[src/rtl/tpu_rstation_mq.sv]
// Reservation station with three in-order issue queues (tload, tstore, tmma),
// a FENCE that reports the retired-instruction count, and error responses for illegal ops.

module tpu_rs_queue #(
    parameter int DEPTH = 4,
    parameter int XLEN  = 64,
    parameter int CFG_W = 8,
    localparam int PTR_W = $clog2(DEPTH)
) (
    input  logic             clk,
    input  logic             rst,
    input  logic             push_i,
    input  logic [1:0]       push_type_i,
    input  logic [XLEN-1:0]  push_addr0_i,
    input  logic [XLEN-1:0]  push_addr1_i,
    input  logic [CFG_W-1:0] push_cfg_i,
    input  logic             rdy_i,
    output logic             vld_o,
    output logic [1:0]       type_o,
    output logic [XLEN-1:0]  addr0_o,
    output logic [XLEN-1:0]  addr1_o,
    output logic [CFG_W-1:0] cfg_o,
    output logic [PTR_W:0]   cnt_o,
    output logic             full_o,
    output logic             pop_o
);
    logic [PTR_W:0]   wptr_q, wptr_d, rptr_q, rptr_d;
    logic [1:0]       type_q  [DEPTH];
    logic [1:0]       type_d  [DEPTH];
    logic [XLEN-1:0]  addr0_q [DEPTH];
    logic [XLEN-1:0]  addr0_d [DEPTH];
    logic [XLEN-1:0]  addr1_q [DEPTH];
    logic [XLEN-1:0]  addr1_d [DEPTH];
    logic [CFG_W-1:0] cfg_q   [DEPTH];
    logic [CFG_W-1:0] cfg_d   [DEPTH];
    logic             empty;

    assign empty   = (wptr_q == rptr_q);
    assign full_o  = (wptr_q[PTR_W-1:0] == rptr_q[PTR_W-1:0]) && (wptr_q[PTR_W] != rptr_q[PTR_W]);
    assign vld_o   = !empty;
    assign pop_o   = vld_o && rdy_i;
    assign cnt_o   = wptr_q - rptr_q;
    assign type_o  = type_q[rptr_q[PTR_W-1:0]];
    assign addr0_o = addr0_q[rptr_q[PTR_W-1:0]];
    assign addr1_o = addr1_q[rptr_q[PTR_W-1:0]];
    assign cfg_o   = cfg_q[rptr_q[PTR_W-1:0]];

    // The extra pointer MSB is the wrap bit, so a plain increment handles wrap-around.
    always_comb begin
        wptr_d  = wptr_q;
        rptr_d  = rptr_q;
        type_d  = type_q;
        addr0_d = addr0_q;
        addr1_d = addr1_q;
        cfg_d   = cfg_q;
        if (push_i) begin
            type_d[wptr_q[PTR_W-1:0]]  = push_type_i;
            addr0_d[wptr_q[PTR_W-1:0]] = push_addr0_i;
            addr1_d[wptr_q[PTR_W-1:0]] = push_addr1_i;
            cfg_d[wptr_q[PTR_W-1:0]]   = push_cfg_i;
            wptr_d = wptr_q + (PTR_W+1)'(1);
        end
        if (pop_o) begin
            rptr_d = rptr_q + (PTR_W+1)'(1);
        end
    end

    always_ff @(posedge clk) begin
        if (rst) begin
            wptr_q <= '0;
            rptr_q <= '0;
        end else begin
            wptr_q <= wptr_d;
            rptr_q <= rptr_d;
        end
    end

    always_ff @(posedge clk) begin
        type_q  <= type_d;
        addr0_q <= addr0_d;
        addr1_q <= addr1_d;
        cfg_q   <= cfg_d;
    end
endmodule

module tpu_rstation_mq #(
    parameter int XLEN       = 64,
    parameter int LDQ_DEPTH  = 4,
    parameter int STQ_DEPTH  = 4,
    parameter int MMAQ_DEPTH = 8,
    parameter int CFG_W      = 8,
    parameter int CNT_W      = 32
) (
    input  logic                          clk,
    input  logic                          rst,
    input  logic                          req_vld_i,
    output logic                          req_rdy_o,
    input  logic [31:0]                   req_insn_i,
    input  logic [XLEN-1:0]               req_rs1_i,
    input  logic [XLEN-1:0]               req_rs2_i,
    input  logic [XLEN-1:0]               req_rs3_i,
    output logic                          resp_vld_o,
    input  logic                          resp_rdy_i,
    output logic [XLEN-1:0]               resp_data_o,
    output logic                          ld_vld_o,
    input  logic                          ld_rdy_i,
    output logic [1:0]                    ld_type_o,
    output logic [XLEN-1:0]               ld_addr0_o,
    output logic [XLEN-1:0]               ld_addr1_o,
    output logic [CFG_W-1:0]              ld_cfg_o,
    output logic [$clog2(LDQ_DEPTH):0]    ld_cnt_o,
    output logic                          st_vld_o,
    input  logic                          st_rdy_i,
    output logic [1:0]                    st_type_o,
    output logic [XLEN-1:0]               st_addr0_o,
    output logic [XLEN-1:0]               st_addr1_o,
    output logic [CFG_W-1:0]              st_cfg_o,
    output logic [$clog2(STQ_DEPTH):0]    st_cnt_o,
    output logic                          mma_vld_o,
    input  logic                          mma_rdy_i,
    output logic [1:0]                    mma_type_o,
    output logic [XLEN-1:0]               mma_addr0_o,
    output logic [XLEN-1:0]               mma_addr1_o,
    output logic [CFG_W-1:0]              mma_cfg_o,
    output logic [$clog2(MMAQ_DEPTH):0]   mma_cnt_o
);
    logic [2:0]       func3;
    logic             is_ld, is_st, is_mma, is_fence;
    logic [1:0]       mma_type;
    logic             accept;
    logic             ld_full, st_full, mma_full;
    logic             ld_pop, st_pop, mma_pop;
    logic             all_empty;
    logic [CNT_W-1:0] issued_q, issued_d;
    logic             resp_vld_q, resp_vld_d;
    logic [XLEN-1:0]  resp_data_q, resp_data_d;
    logic             unused_bits;

    assign func3       = req_insn_i[14:12];
    assign unused_bits = ^{req_insn_i[31:15], req_insn_i[11:0], req_rs3_i[XLEN-1:CFG_W]};
    assign all_empty   = (ld_cnt_o == '0) && (st_cnt_o == '0) && (mma_cnt_o == '0);

    // Ready depends on the decoded op; it only looks at registered fullness,
    // so a same-cycle pop never makes room for the same-cycle push.
    always_comb begin
        is_ld     = 1'b0;
        is_st     = 1'b0;
        is_mma    = 1'b0;
        is_fence  = 1'b0;
        mma_type  = 2'd0;
        req_rdy_o = !resp_vld_q;
        case (func3)
            3'd0: begin is_ld  = 1'b1; req_rdy_o = !ld_full;  end
            3'd1: begin is_mma = 1'b1; mma_type = 2'd0; req_rdy_o = !mma_full; end
            3'd2: begin is_mma = 1'b1; mma_type = 2'd1; req_rdy_o = !mma_full; end
            3'd3: begin is_mma = 1'b1; mma_type = 2'd2; req_rdy_o = !mma_full; end
            3'd4: begin is_mma = 1'b1; mma_type = 2'd3; req_rdy_o = !mma_full; end
            3'd5: begin is_st  = 1'b1; req_rdy_o = !st_full;  end
            3'd6: begin is_fence = 1'b1; req_rdy_o = all_empty && !resp_vld_q; end
            default: req_rdy_o = !resp_vld_q;
        endcase
    end

    assign accept = req_vld_i && req_rdy_o;

    tpu_rs_queue #(.DEPTH(LDQ_DEPTH), .XLEN(XLEN), .CFG_W(CFG_W)) u_ldq (
        .clk(clk), .rst(rst), .push_i(accept && is_ld), .push_type_i(2'd0),
        .push_addr0_i(req_rs1_i), .push_addr1_i(req_rs2_i), .push_cfg_i(req_rs3_i[CFG_W-1:0]),
        .rdy_i(ld_rdy_i), .vld_o(ld_vld_o), .type_o(ld_type_o), .addr0_o(ld_addr0_o),
        .addr1_o(ld_addr1_o), .cfg_o(ld_cfg_o), .cnt_o(ld_cnt_o), .full_o(ld_full), .pop_o(ld_pop)
    );

    tpu_rs_queue #(.DEPTH(STQ_DEPTH), .XLEN(XLEN), .CFG_W(CFG_W)) u_stq (
        .clk(clk), .rst(rst), .push_i(accept && is_st), .push_type_i(2'd0),
        .push_addr0_i(req_rs1_i), .push_addr1_i(req_rs2_i), .push_cfg_i(req_rs3_i[CFG_W-1:0]),
        .rdy_i(st_rdy_i), .vld_o(st_vld_o), .type_o(st_type_o), .addr0_o(st_addr0_o),
        .addr1_o(st_addr1_o), .cfg_o(st_cfg_o), .cnt_o(st_cnt_o), .full_o(st_full), .pop_o(st_pop)
    );

    tpu_rs_queue #(.DEPTH(MMAQ_DEPTH), .XLEN(XLEN), .CFG_W(CFG_W)) u_mmaq (
        .clk(clk), .rst(rst), .push_i(accept && is_mma), .push_type_i(mma_type),
        .push_addr0_i(req_rs1_i), .push_addr1_i(req_rs2_i), .push_cfg_i(req_rs3_i[CFG_W-1:0]),
        .rdy_i(mma_rdy_i), .vld_o(mma_vld_o), .type_o(mma_type_o), .addr0_o(mma_addr0_o),
        .addr1_o(mma_addr1_o), .cfg_o(mma_cfg_o), .cnt_o(mma_cnt_o), .full_o(mma_full), .pop_o(mma_pop)
    );

    // FENCE and ILLEGAL are only accepted while the response slot is free,
    // so a new response never collides with a pending one.
    always_comb begin
        issued_d    = issued_q + CNT_W'(ld_pop) + CNT_W'(st_pop) + CNT_W'(mma_pop);
        resp_vld_d  = resp_vld_q;
        resp_data_d = resp_data_q;
        if (resp_vld_q && resp_rdy_i) begin
            resp_vld_d = 1'b0;
        end
        if (accept && is_fence) begin
            resp_vld_d  = 1'b1;
            resp_data_d = XLEN'(issued_q);
        end else if (accept && (func3 == 3'd7)) begin
            resp_vld_d  = 1'b1;
            resp_data_d = '1;
        end
    end

    always_ff @(posedge clk) begin
        if (rst) begin
            issued_q    <= '0;
            resp_vld_q  <= 1'b0;
            resp_data_q <= '0;
        end else begin
            issued_q    <= issued_d;
            resp_vld_q  <= resp_vld_d;
            resp_data_q <= resp_data_d;
        end
    end

    assign resp_vld_o  = resp_vld_q;
    assign resp_data_o = resp_data_q;
endmodule

[config.mk]
export PLATFORM = sky130hd
export DESIGN_NAME = tpu_rstation_mq
export DESIGN_NICKNAME = d
export VERILOG_FILES = /design/src/rtl/tpu_rstation_mq.sv
export SDC_FILE = /design/constraint.sdc
export NUM_CORES = 2
export LEC_CHECK = 0
export ABC_AREA = 1
export CORE_MARGIN = 2
export CORE_UTILIZATION = 45
export DETAILED_ROUTE_END_ITERATION = 10
export GPL_TIMING_DRIVEN = 1
export HOLD_SLACK_MARGIN = 0.08
export PLACE_DENSITY = 0.7
export SYNTH_ARGS = -nofsm -noshare
export SYNTH_HDL_FRONTEND = slang
export SYNTH_SLANG_ARGS = --single-unit
[constraint.sdc]
create_clock -name clk -period 15.34 [get_ports clk]
set_clock_uncertainty 0.2 [all_clocks]
set_input_delay 1.534 -clock clk [delete_from_list [all_inputs] [get_ports clk]]
set_output_delay 1.534 -clock clk [all_outputs]
set_load 0.1 [all_outputs]
# After elaboration in Yosys (flattened, before gate mapping)
# Index checks and enable logic that the tools add are counted.
# totals
wordCells	230
ff_bits	2294
input_bits	231
# op_classes
n_eq_ne	16
order_cmp	9
muxes	75
n_reduce_logical	34
n_addsub	12
bitwise_logic	10
# ops
op	count
$bwmux W256	4
$bwmux W512	2
$mux W64	15
$bmux W64 S2	4
$bmux W64 S3	2
$demux W64 S2	2
$demux W64 S3	1
$add A32 B1 Y32	3
$mux W8	9
$bwmux W32	2
$bwmux W64	1
$mux W32	2
$bmux W8 S2	2
$demux W8 S2	2
$bmux W8 S3	1
$demux W8 S3	1
$logic_and A1 B1 Y1	19
$mux W2	9
$and A8 B8 Y8	2
$bwmux W16	1
$not A8 Y8	2
$add A3 B1 Y3 const B	4
$eq A3 B3 Y1 const B	4
$ge A3 B3 Y1 const B	4
28 further kinds	58

# Depth between registers and ports, before layout
# logic_depth
depth_word	10
ltp_mapped	23
ltp_nobuf	20

# Hierarchy
# From an unflattened synthesis, not the netlist that was laid out.
# unflattened
hier_cells	6658
hier_area_um2	88556.2
# modules_own_cells
mod	instances	area_per_inst_um2	cells_per_inst	seq_area_each_um2
tpu_rs_queue at u_mmaq	1	43302.8	3334	33311.9
tpu_rs_queue at u_ldq ...	2	20812.5	1395	16696.0
tpu_rstation_mq	1	3628.5	534	1321.3

# Worst setup path before layout
# No wires, ideal clock.
# synth_path
path_type	register -> register
from	register u_mmaq.rptr_q[2]
to	register u_mmaq.addr0_q[100] (netlist name) (enable)
t_required_ns	14.335
setup_time_ns	0.805
stages_incl_launch_ff	17
setup_slack_ns	2.040
period_less_slack_ns	13.300
n_path_buf	3
arrival_time_ns	12.295
path_cell_list	dfxtp_1 -> inv_2 -> clkbuf_1 -> clkbuf_1 -> ha_1 -> nand2_1 -> nand2_1 -> nor2_1 -> nand2_1 -> nor2_1 -> nand3_1 -> nand2_1 -> nand2_1 -> nand2_4 -> buf_4 -> nand4_1 -> nor3_1
# synth_via
elab_chain_len	7
word_cells_on_any_way	10
cone_classes	add/sub: 1; eq/ne: 1; mux: 1; reduce/logical: 7
# synth_rtl
item	line	text
from (decl)	27	logic [PTR_W:0] wptr_q, wptr_d, rptr_q, rptr_d;
from (signal assigned)	74	rptr_q <= rptr_d;
$sub A4 B4 Y4	42	assign cnt_o = wptr_q - rptr_q;
via mma_cnt_o[2]	125	output logic [$clog2(MMAQ_DEPTH):0] mma_cnt_o
$logic_not A4 Y1	141	assign all_empty = (ld_cnt_o == '0) && (st_cnt_o == '0) && (mma_cnt_o == '0);
$logic_and A1 B1 Y1	141	
$logic_and A1 B1 Y1	159	3'd6: begin is_fence = 1'b1; req_rdy_o = all_empty && !resp_vld_q; end
$pmux W1 S4	152	case (func3)
$logic_and A1 B1 Y1	164	assign accept = req_vld_i && req_rdy_o;
$logic_and A1 B1 Y1	181	.clk(clk), .rst(rst), .push_i(accept && is_mma), .push_type_i(mma_type),
to (signal assigned)	80	addr0_q <= addr0_d;
to (decl)	30	logic [XLEN-1:0] addr0_q [DEPTH];
# The timed path passes the listed nets, and every way through them passes these cells.
# A chain may end at the register's enable or synchronous reset.

# Final worst setup path
# layout_path
from	register u_mmaq.rptr_q[0]
to	output port mma_addr0_o[7]
# layout_via
elab_chain_len	4
# layout_rtl
item	line	text
$not A3 Y4 (implied by the code)	44	assign addr0_o = addr0_q[rptr_q[PTR_W-1:0]];
$bmux W64 S3	44	
$mux W64 (implied by the code) (2 in series)	44	
to (decl)	122	output logic [XLEN-1:0] mma_addr0_o,
# Every way passes these cells. The select of a mux whose other input is x is not followed.

==> run_results.csv <==
group,metric,value,unit
detailed_routing,vias,55250,
setup_path,reg2reg_depth,14,
setup_path,r2r-end,"u_mmaq.addr0_q[76]$_DFFE_PP_",
setup_path,cp-startpoint,"u_mmaq.rptr_q[0]$_SDFFE_PP0P_",
detailed_routing,initialDrtViolationCount,5153,
finish,nets,7261,
power,irDropWorstVdd,0.0001262,V
clock_tree,cts.path.max_buffers,3,
detailed_routing,ant_nets,0,
detailed_routing,wirelength,228800,µm
timing,rsz0062_at_grt,"false",
setup_path,startpoint_type,"register",
detailed_routing,drc,0,
yosys,yosys_warnings,0,
setup_path,worstPathRequired,13610,ps
grt,grt_start_max_net_pins,224,
power,p_switching,6556,µW
placement,dpl.hpwl,130100,µm
timing,setup_viol,0,
floorplanning,io_pins,724,
yosys,yosysTopAreaCell,"edfxtp_1",
detailed_routing,wl_per_cell,23.53,µm
yosys,syn_area,87370,µm²
setup_path,critPathKind,"reg2out",
yosys,seq_area_frac_synth,77.86,%
yosys,synth_nets,6759,
grt,antenna_found_initial,3,
placement,port_buffers,638,
power,p_seq_share,39.8,%
yosys,synth_top_area_share,75.89,%
setup_path,ff2ff_setup_slack,9400,ps
clock_tree,postCtsSetupBuffers,0,
setup_path,path_max_fanout,102,
yosys,synth_edf_count,2208,
setup_path,rr_startpoint,"u_mmaq.rptr_q[1]$_SDFFE_PP0P_",
yosys,synth.top_cells.by_area,"edfxtp_1, nor2_1, o21ai_0",
finish,syn_to_final_growth,18.09,%
grt,first_global_vias,53010,
timing,period_minus_slack,7490,ps
power,power.share.clock,30.5,%
job,cap_violations,0,
power,p_int,10980,µW
clock_tree,clock-sinks,2294,
run_status,outcome,"finished clean",
yosys,synth.distinct_cells,37,
detailed_routing,viasPerCell,5.683,
power,power_frac_comb,29.7,%
floorplanning,coreArea,192800,µm²
yosys,syn_area_per_cell,13.44,µm²
power,netSwitchingFraction,37.38,%
yosys,ys_ff_latch,2294,
clock_tree,cts_resized,0,
clock_tree,cts.clk_slew.worst_paths,60,ps
finish,nFillCells,15260,
hold_path,holdPathStages,2,
setup_path,critical_path_arrival,5760,ps
power,power,17540,µW
setup_path,cp-end-kind,"primary output",
floorplanning,dieArea,197700,µm²
clock_tree,h-tree-depth,4,
floorplanning,chipWidth,444.6,µm
yosys,synth-main-ff-cell,"edfxtp_1",
floorplanning,rows,161,
setup_path,endpoint,"mma_addr0_o[7]",
placement,gp_congestion,0.8125,
grt,grt_pass1_wl,335300,µm
timing,report.final.slew_viol_count,0,
power,power_leakage,0.03367,µW
placement,dpl.cell_count,9308,
timing,maxSlewHeadroom,18.80,%
timing,max_freq,133.5,MHz
grt,grt_overflow_total,0,
detailed_routing,drt_pass1_iterations,6,
grt,grt_usage,22.49,%
clock_tree,hold_buffers,0,
yosys,synth_cells,6502,
placement,place_ws,8435,ps
hold_path,hp-start,"resp_data_o[3]$_SDFFE_PP0P_",
timing,finalHoldViolCount,0,
yosys,yosys.cell_count.top_type,"edfxtp_1",
yosys,yosys-top-cells-count,"edfxtp_1, nor2_1, o21ai_0, o22ai_1, clkbuf_1",
timing,tightest_slew,1214,ps
hold_path,min_path_type,"reg2reg",
power,powerDensity,170.0,nW/µm²
timing,setup_tns,0,ps
finish,final_cells,9722,
clock_tree,worstSkewPairLatency,880,ps
timing,post-route-period-util,48.83,%
floorplanning,start_util,45.32,%
timing,timing.hold.ws,269.0,ps
floorplanning,dieHeight,444.6,µm
timing,finalWorstSetupSlack,7850,ps
clock_tree,cts_tree,"yes",
finish,drive_above_1_share,6.426,%
yosys,async_reset_ff_share,0,%
clock_tree,numCtsBuffers,220,
clock_tree,cts_root_buf,"clkbuf_16",
==> layout make-up <==
cell class	instances	area, µm²	area share (%)
Tap cell	2526	3161	3.063
Multi-Input combinational cell	3640	17180	16.65
Sequential cell	2294	68050	65.96
Clock inverter	133	1358	1.316
Timing Repair Buffer	728	7059	6.842
Clock buffer	275	5852	5.672
Antenna cell	6	15.01	0.01455
Inverter	120	495.5	0.4803
==> worst min path at each step <==
stage                                   end  slack [ps]
5_1_grt        resp_data_o[14]$_SDFFE_PP0P_         300
6_report        resp_data_o[3]$_SDFFE_PP0P_         270
3_3_place_gp        issued_q[31]$_SDFF_PP0_         240
2_1_floorplan       issued_q[31]$_SDFF_PP0_         220
4_1_cts        resp_data_o[19]$_SDFFE_PP0P_         270
3_5_place_dp   resp_data_o[19]$_SDFFE_PP0P_         260
==> worst max-delay path, cell delays in order (launching register included) <==
cell,delay [ps]
dfxtp_4,760
buf_4,810
buf_4,970
o21ai_0,220
o22ai_1,190
nor2_1,60
a31oi_1,380
clkdlybuf4s50_1,1300
==> power by group through the flow <==
stage / registers, µW / clock network (µW) / logic [µW]
after CTS: 6990 / 5430 / 5230
after global routing: 6990 / 5670 / 5410
after detailed placement: 7120 / 0 / 5210
final: 6990 / 5350 / 5200
after global placement: 7120 / 0 / 5160
after floorplan: 7130 / 0 / 3740
==> metal layers <==
metal	up-vias	part of all wire, %	GRT usage, %
met4	0	4.5	10.37
met3	415	7.0	3.655
met2	2222	49	37.44
met1	27720	40	29.02
met5	-	0	0
li1	24900	-	-
==> cells in the final DEF (no fill, tap or decap), types with 3 or more instances in the layout <==
cell / n
a21oi_1: 47
clkbuf_16: 223
nor2_1: 1633
o21ai_0: 1122
bufinv_16: 18
nor3_1: 22
nand3_1: 18
dfxtp_4: 6
dfxtp_1: 80
nand2_1: 133
clkinv_16: 9
clkbuf_1: 42
o22ai_1: 410
diode_2: 6
nand4_1: 46
inv_8: 5
nand3b_1: 3
clkdlybuf4s50_1: 617
inv_6: 3
nor3b_1: 4
clkbuf_8: 7
buf_4: 107
nor2_4: 15
edfxtp_1: 2208
a31oi_1: 138
xor2_1: 5
clkinvlp_4: 7
clkinv_2: 34
inv_1: 111
nand3_2: 3
ha_1: 21
fa_1: 5
clkinv_1: 56
buf_12: 4
clkinv_4: 5
==> cell families (layout without fill, tap and decap cells) <==
kind of cell | Yosys count | in the layout | synth area share, %
DFF | 2294 | 2294 | 77.86
and+or+nand+nor | 1884 | 1884 | 8.377
buffers and inverters | 568 | 1256 | 2.606
other | 0 | 6 | 0
adders and majority gates | 26 | 26 | 0.4153
xor gates and xnor gates | 5 | 5 | 0.05012
AOI/OAI and AO/OA | 1725 | 1725 | 10.69
==> registers in the layout, indices dropped and copies added (netlist names), 8 cells and up <==
| signal | cells |
|---|---|
| u_mmaq.addr1_q | 512 |
| resp_data_o | 33 |
| u_stq.cfg_q | 32 |
| u_stq.type_q | 8 |
| u_mmaq.addr0_q | 512 |
| u_stq.addr0_q | 256 |
| u_ldq.cfg_q | 32 |
| u_ldq.addr0_q | 256 |
| u_mmaq.cfg_q | 64 |
| u_mmaq.type_q | 16 |
| issued_q | 32 |
| u_ldq.type_q | 8 |
| u_stq.addr1_q | 256 |
| u_ldq.addr1_q | 256 |
==> metrics by stage <==
stage               cell area [µm²]  util [%]
floorplan                     87370         -
detailed placement            95940     49.77
finish                       103200     53.52
CTS                          103200     53.51
global placement              95940     49.77
global route                 103200     53.51
No activity file was read; power rests on OpenSTA's default activity.
